===== src/rtl/student_cpu_pkg.sv =====
// ============================================================================
// Module      : student_cpu_pkg
// Description : Shared types and constants for the student CPU fetch/exec
//               controller: controller state encoding, instruction-word bit
//               positions and the default fetch timeout.
// Revision    : 1.0 - initial release
// ============================================================================
`default_nettype none

package student_cpu_pkg;

  // Controller states, explicitly 3 bits wide.
  typedef enum logic [2:0] {
    ST_RST_PC = 3'd0,
    ST_IDLE   = 3'd1,
    ST_FETCH  = 3'd2,
    ST_EXEC   = 3'd3,
    ST_HALT   = 3'd4,
    ST_FAULT  = 3'd5
  } state_e;

  // Instruction word layout.
  localparam int unsigned IR_W         = 16;
  localparam int unsigned OPCODE_BIT   = 15;  // 1 = C-instruction, 0 = A-instruction
  localparam int unsigned JMP_NEG_BIT  = 2;   // jump if result < 0
  localparam int unsigned JMP_ZERO_BIT = 1;   // jump if result == 0
  localparam int unsigned JMP_POS_BIT  = 0;   // jump if result > 0

  // Fetch timeout: cycles in FETCH without rom_ack before FAULT.
  localparam int unsigned MAX_WAIT_DEFAULT = 15;
  localparam int unsigned WAIT_W           = 8;  // holds up to 255

  // Retired-instruction counter width.
  localparam int unsigned RET_W = 16;

endpackage

`default_nettype wire


===== src/rtl/student_jump_unit.sv =====
// ============================================================================
// Module      : student_jump_unit
// Description : Combinational jump decode. A C-instruction jumps when any of
//               its selected conditions (neg / zero / pos) matches the ALU
//               flags; an A-instruction never jumps.
// Revision    : 1.0 - initial release
// ============================================================================
`default_nettype none

module student_jump_unit
  import student_cpu_pkg::*;
(
  input  logic [IR_W-1:0] ir,
  input  logic            zr,
  input  logic            ng,
  output logic            jump
);

  // Positive means neither zero nor negative.
  assign jump = ir[OPCODE_BIT] &
                ((ir[JMP_NEG_BIT]  & ng) |
                 (ir[JMP_ZERO_BIT] & zr) |
                 (ir[JMP_POS_BIT]  & ~zr & ~ng));

endmodule

`default_nettype wire


===== src/rtl/student_fetch_ctrl.sv =====
// ============================================================================
// Module      : student_fetch_ctrl
// Description : Fetch/execute sequencer for the student CPU. Requests an
//               instruction from ROM, latches it, commits it in a single EXEC
//               cycle with PC load/increment, and supports halt, single-step
//               and a sticky fetch-timeout fault.
// Revision    : 1.0 - initial release
// ============================================================================
`default_nettype none

module student_fetch_ctrl
  import student_cpu_pkg::*;
#(
  parameter int unsigned MAX_WAIT = MAX_WAIT_DEFAULT
) (
  input  logic             clk,
  input  logic             reset,
  input  logic             run,
  input  logic             halt_req,
  input  logic             step,
  input  logic [IR_W-1:0]  instr,
  input  logic             rom_ack,
  input  logic             zr,
  input  logic             ng,
  output logic             rom_req,
  output logic [IR_W-1:0]  ir,
  output logic             exec_en,
  output logic             pc_load,
  output logic             pc_inc,
  output logic             pc_reset,
  output logic             halted,
  output logic             fault,
  output logic [RET_W-1:0] retired
);

  // Wait-counter value on the last permitted ackless FETCH cycle.
  localparam logic [WAIT_W-1:0] WAIT_LAST = WAIT_W'(MAX_WAIT - 1);
  localparam logic [WAIT_W-1:0] WAIT_ONE  = WAIT_W'(1);

  state_e             state_q;
  logic [IR_W-1:0]    ir_q;
  logic [WAIT_W-1:0]  wait_q;
  logic               step_mode_q;
  logic               halt_pend_q;   // halt_req seen while a fetch was in flight
  logic [RET_W-1:0]   retired_q;
  logic [RET_W-1:0]   retired_d;
  logic               w_exec;
  logic               w_jump;

  student_jump_unit u_jump (
    .ir   (ir_q),
    .zr   (zr),
    .ng   (ng),
    .jump (w_jump)
  );

  // Sequencer: state, latched instruction, fetch timeout, step and halt flags.
  always_ff @(posedge clk or posedge reset) begin
    if (reset) begin
      state_q     <= ST_RST_PC;
      ir_q        <= '0;
      wait_q      <= '0;
      step_mode_q <= 1'b0;
      halt_pend_q <= 1'b0;
    end else begin
      case (state_q)
        ST_RST_PC: state_q <= ST_IDLE;

        ST_IDLE: begin
          if (run) begin
            state_q <= ST_FETCH;
            wait_q  <= '0;
          end
        end

        ST_FETCH: begin
          // A halt request never aborts a fetch; remember it for EXEC.
          if (halt_req) halt_pend_q <= 1'b1;
          if (rom_ack) begin
            ir_q    <= instr;
            state_q <= ST_EXEC;
          end else if (wait_q == WAIT_LAST) begin
            state_q <= ST_FAULT;
          end else begin
            wait_q <= wait_q + WAIT_ONE;
          end
        end

        ST_EXEC: begin
          if (halt_req || halt_pend_q || step_mode_q) begin
            state_q     <= ST_HALT;
            halt_pend_q <= 1'b0;
          end else begin
            state_q <= ST_FETCH;
            wait_q  <= '0;
          end
        end

        ST_HALT: begin
          // run has priority over step and leaves step mode.
          if (run) begin
            step_mode_q <= 1'b0;
            state_q     <= ST_FETCH;
            wait_q      <= '0;
          end else if (step) begin
            step_mode_q <= 1'b1;
            state_q     <= ST_FETCH;
            wait_q      <= '0;
          end
        end

        ST_FAULT: state_q <= ST_FAULT;

        default: state_q <= ST_FAULT;
      endcase
    end
  end

  // Retired count advances once per committed instruction, wrapping naturally.
  always_comb begin
    retired_d = retired_q;
    if (w_exec) retired_d = retired_q + RET_W'(1);
  end

  // Retired-instruction counter register.
  always_ff @(posedge clk or posedge reset) begin
    if (reset) retired_q <= '0;
    else       retired_q <= retired_d;
  end

  // Outputs decode straight from the state register so that reset takes
  // effect on them immediately, without waiting for a clock.
  assign w_exec   = (state_q == ST_EXEC);
  assign rom_req  = (state_q == ST_FETCH);
  assign exec_en  = w_exec;
  assign pc_load  = w_exec &  w_jump;
  assign pc_inc   = w_exec & ~w_jump;
  assign pc_reset = (state_q == ST_RST_PC);
  assign halted   = (state_q == ST_HALT);
  assign fault    = (state_q == ST_FAULT);
  assign ir       = ir_q;
  assign retired  = retired_q;

endmodule

`default_nettype wire


===== config.mk =====
export PLATFORM = sky130hd
export DESIGN_NAME = student_fetch_ctrl
export DESIGN_NICKNAME = d
export VERILOG_FILES = /design/src/rtl/student_cpu_pkg.sv /design/src/rtl/student_jump_unit.sv /design/src/rtl/student_fetch_ctrl.sv
export SDC_FILE = /design/constraint.sdc
export NUM_CORES = 1
export LEC_CHECK = 0
export CAP_MARGIN = 30
export CORE_MARGIN = 2
export CORE_UTILIZATION = 40
export CTS_CLUSTER_DIAMETER = 40
export DETAILED_ROUTE_END_ITERATION = 16
export PLACE_DENSITY = 0.76
export RECOVER_POWER = 100
export SLEW_MARGIN = 10
export SYNTH_ARGS = -nofsm -noshare
export SYNTH_HDL_FRONTEND = slang
export SYNTH_SLANG_ARGS = --single-unit

===== constraint.sdc =====
create_clock -name clk -period 2.4 [get_ports clk]
set_clock_uncertainty 0.05 [all_clocks]
set_input_delay 0.24 -clock clk [delete_from_list [all_inputs] [get_ports clk]]
set_output_delay 0.24 -clock clk [all_outputs]
set_load 0.01 [all_outputs]

==> impl_results.md <==
- Mapped Nets: 220
- Synth Flop Type: dfrtp_1
- Share of cells above drive strength 1: 7.31%
- Synthesis Warnings: 0
- Final setup margin: 0.126 ns
- Cells after DPL: 323
- Port bufs: 62
- Vias: 1,746
- Critical path capture point type: output pin
- Yosys top cell by area: dfrtp_1
- Startpoint types: flop
- Hold Vio Cnt, Final: 0
- Final TNS setup: 0 ns
- Fin crit share: a little over nine tenths
- CTS tree: built
- Worst r2r path cells: 4
- Post-Route WL: 4850 um
- CP max FO: 9
- Global-route wire length before repair: approximately 8100 um
- Pwr Total: 2900 uW
- Non-Filler Instances: 330
- Die Y: just under 80 um
- Area growth, synth to finish: 35.3%
- Final slew viol count: 0
- Post-synthesis compound-gate area fraction: 11.3%
- # Post-CTS Setup Buffers: 0
- Worst min-delay path category: flop to flop
- Die Area: 0.00608 mm^2
- Min Tclk post-route: between 2 and 2.5 ns
- Post-Synthesis Cells: just under 200
- DRC violation total after the first TritonRoute iteration: 92
- Post-Synth Adder-Cell Area: ~1.7%
- Mapped cell area: 0.00219 mm^2
- DRC viols: 0
- Core Rows: 26
- CTS Buf Count: 5
- Initial antenna violation count: 0
- Post-DR wirelength/cell: 14.7 um
- CP arrival: between 1.5 and 2 ns
- Clk root buf: clkbuf_8
- Largest family of logic cells by synthesized area: simple AND/OR/NAND/NOR gates
- Gpl congestion: between 0.7 and 0.8
- DRT antenna net count: 0
- Seq/Total Area, Yosys: 51.5%
- Htree depth: 2
- Async SR Flop Fraction: 100%
- Synth top cells by count: dfrtp_1 (45), mux2_1 (16), nand2_1 (14), nor2_1 (13), xnor2_1 (10)
- Dpl hpwl: 3500 um
- Largest net degree at the start of global routing: 46
- Number of antenna diodes: 0
- Max_slew headroom: approximately 26%
- Hold_buf cts: 0
- Yosys top cell area share: 51.5%
- Initial Utilization: between 40% and 50%
- Synthesized flop and latch total: 45
- Count leader, synth: dfrtp_1
- Number of enable flip-flop cells after synthesis: 0
- CP Class: flop to output pin
- Status: finished, final reports clean
- Yosys cell types: 48
- Fmax: 440 MHz
- GRT overflow: 0
- # IOs: 63
- Mux share of post-synthesis cell area: 8.92%
- Ranking of synthesized cells by area: dfrtp_1 (51%), mux2_1 (8.2%), xnor2_1 (4.0%)
- Final Setup Violations: 0
- Slew @ Worst Pin: ~1.1 ns
- Clk slew on worst S/H paths: 0.08 ns
- VDD IR-drop max: around 0.0004 V
- GR Util All Layers: 16.5%
- Post-Synth XOR/XNOR Area: 6.00%
- Clk Latency, worst-skew pair: 0.29 ns
- Final Hold Slack: 0.430 ns
- Final #Nets: 287
- Unrepaired setup endpoints after global routing: false
- PD cells: 979 mW/mm^2
- Initial DRT Pass Iterations: 4
- Worst EP required: 2.11 ns
- Chip width: 78.0 um
- Core Area: about 0.0052 mm^2
- CTS Sinks: 45
- Hold Path Stages: 1
- Via density: 5.29
- Max Buffers Root-to-Sink: 2
- Mean post-synth cell area: about 11 um^2
- Vias in the first global route: about 1,700
- Leak pwr: 0.00133 uW
- Max-cap violations: 0
- Post-Place Worst Slack: about 0.23 ns
- Post-Synth Simple-Gate Area: about 17%
-- through the flow --
stage               cell area, um^2  util [%]
detailed placement             2890      55.4
global placement               2890      55.4
CTS                            3000      57.6
finish                         2960      56.9
global route                   2960      56.9
floorplan                      2190         -
-- layout make-up --
| class | count | area [um^2] |
|---|---|---|
| timing repair buffer | 65 | 638 |
| sequential | 45 | 1130 |
| clock inverter | 2 | 35.0 |
| tap | 70 | 87.6 |
| fill | 460 | 2240 |
| multi-input combinational | 134 | 968 |
| inverter | 9 | 33.8 |
| clock buffer | 5 | 68.8 |
-- kinds of logic (layout without fill, tap and decap cells) --
| kind of cell | after synthesis | after routing |
|---|---|---|
| mux | 17 | 17 |
| xor+xnor | 15 | 15 |
| fa+ha+maj | 3 | 3 |
| simple gates | 62 | 62 |
| flops | 45 | 45 |
| compound gates | 37 | 37 |
| buf+inv | 14 | 81 |
-- power breakdown --
part           switching, uW  total (uW)  leakage, uW  internal, uW
Clock                    246         549    0.0000540           303
Combinational            513        1120     0.000697           608
Sequential               241        1230     0.000579           988
-- sequential cells by signal, indices dropped and copies added, names as in the netlist --
name	count
ir	16
retired	16
wait_q	8
state_q	3
halt_pend_q	1
step_mode_q	1
-- repair_timing --
action	CTS	global route
resized for setup	1	2
pin swaps	0	0
gates cloned	0	0
setup endpoints to repair	1	2
-- cells in the final DEF, fill, tap and decap left out, types with 8 or more instances in the layout --
| cell type | count |
|---|---|
| nor2_1 | 13 |
| dlygate4sd3_1 | 38 |
| nand3_1 | 8 |
| clkdlybuf4s50_1 | 24 |
| mux2_1 | 16 |
| dfrtp_1 | 43 |
| a21oi_1 | 9 |
| o21ai_0 | 8 |
| nand2_1 | 14 |
| xnor2_1 | 10 |
-- worst max-delay path: stages, from the launching register on --
cell	delay, ns
dfrtp_1	0.55
or3b_4	0.47
inv_2	0.13
clkdlybuf4s50_1	0.55
-- metal layers --
metal	wire [um]	track usage, %	vias up
met5	0	0	-
met4	48	4.74	0
met3	287	3.95	4
met2	2170	25.4	59
met1	2350	23.3	846
li1	-	-	837
-- worst paths after layout --
| kind | end | from | slack, ns |
|---|---|---|---|
| max | rom_req | state_q[1]$_DFFE_PP0P_ | 0.13 |
| min | ir[10]$_DFFE_PP0P_ | ir[10]$_DFFE_PP0P_ | 0.43 |
| max reg2reg | wait_q[1]$_DFFE_PP0P_ | state_q[0]$_DFFE_PP0P_ | 0.14 |
| min reg2reg | ir[10]$_DFFE_PP0P_ | ir[10]$_DFFE_PP0P_ | 0.43 |
| max in group asynchronous | state_q[2]$_DFFE_PP0P_ | reset | 0.86 |
| min in group asynchronous | wait_q[7]$_DFFE_PP0P_ | reset | 0.69 |
(Power assumes the default switching activity.)
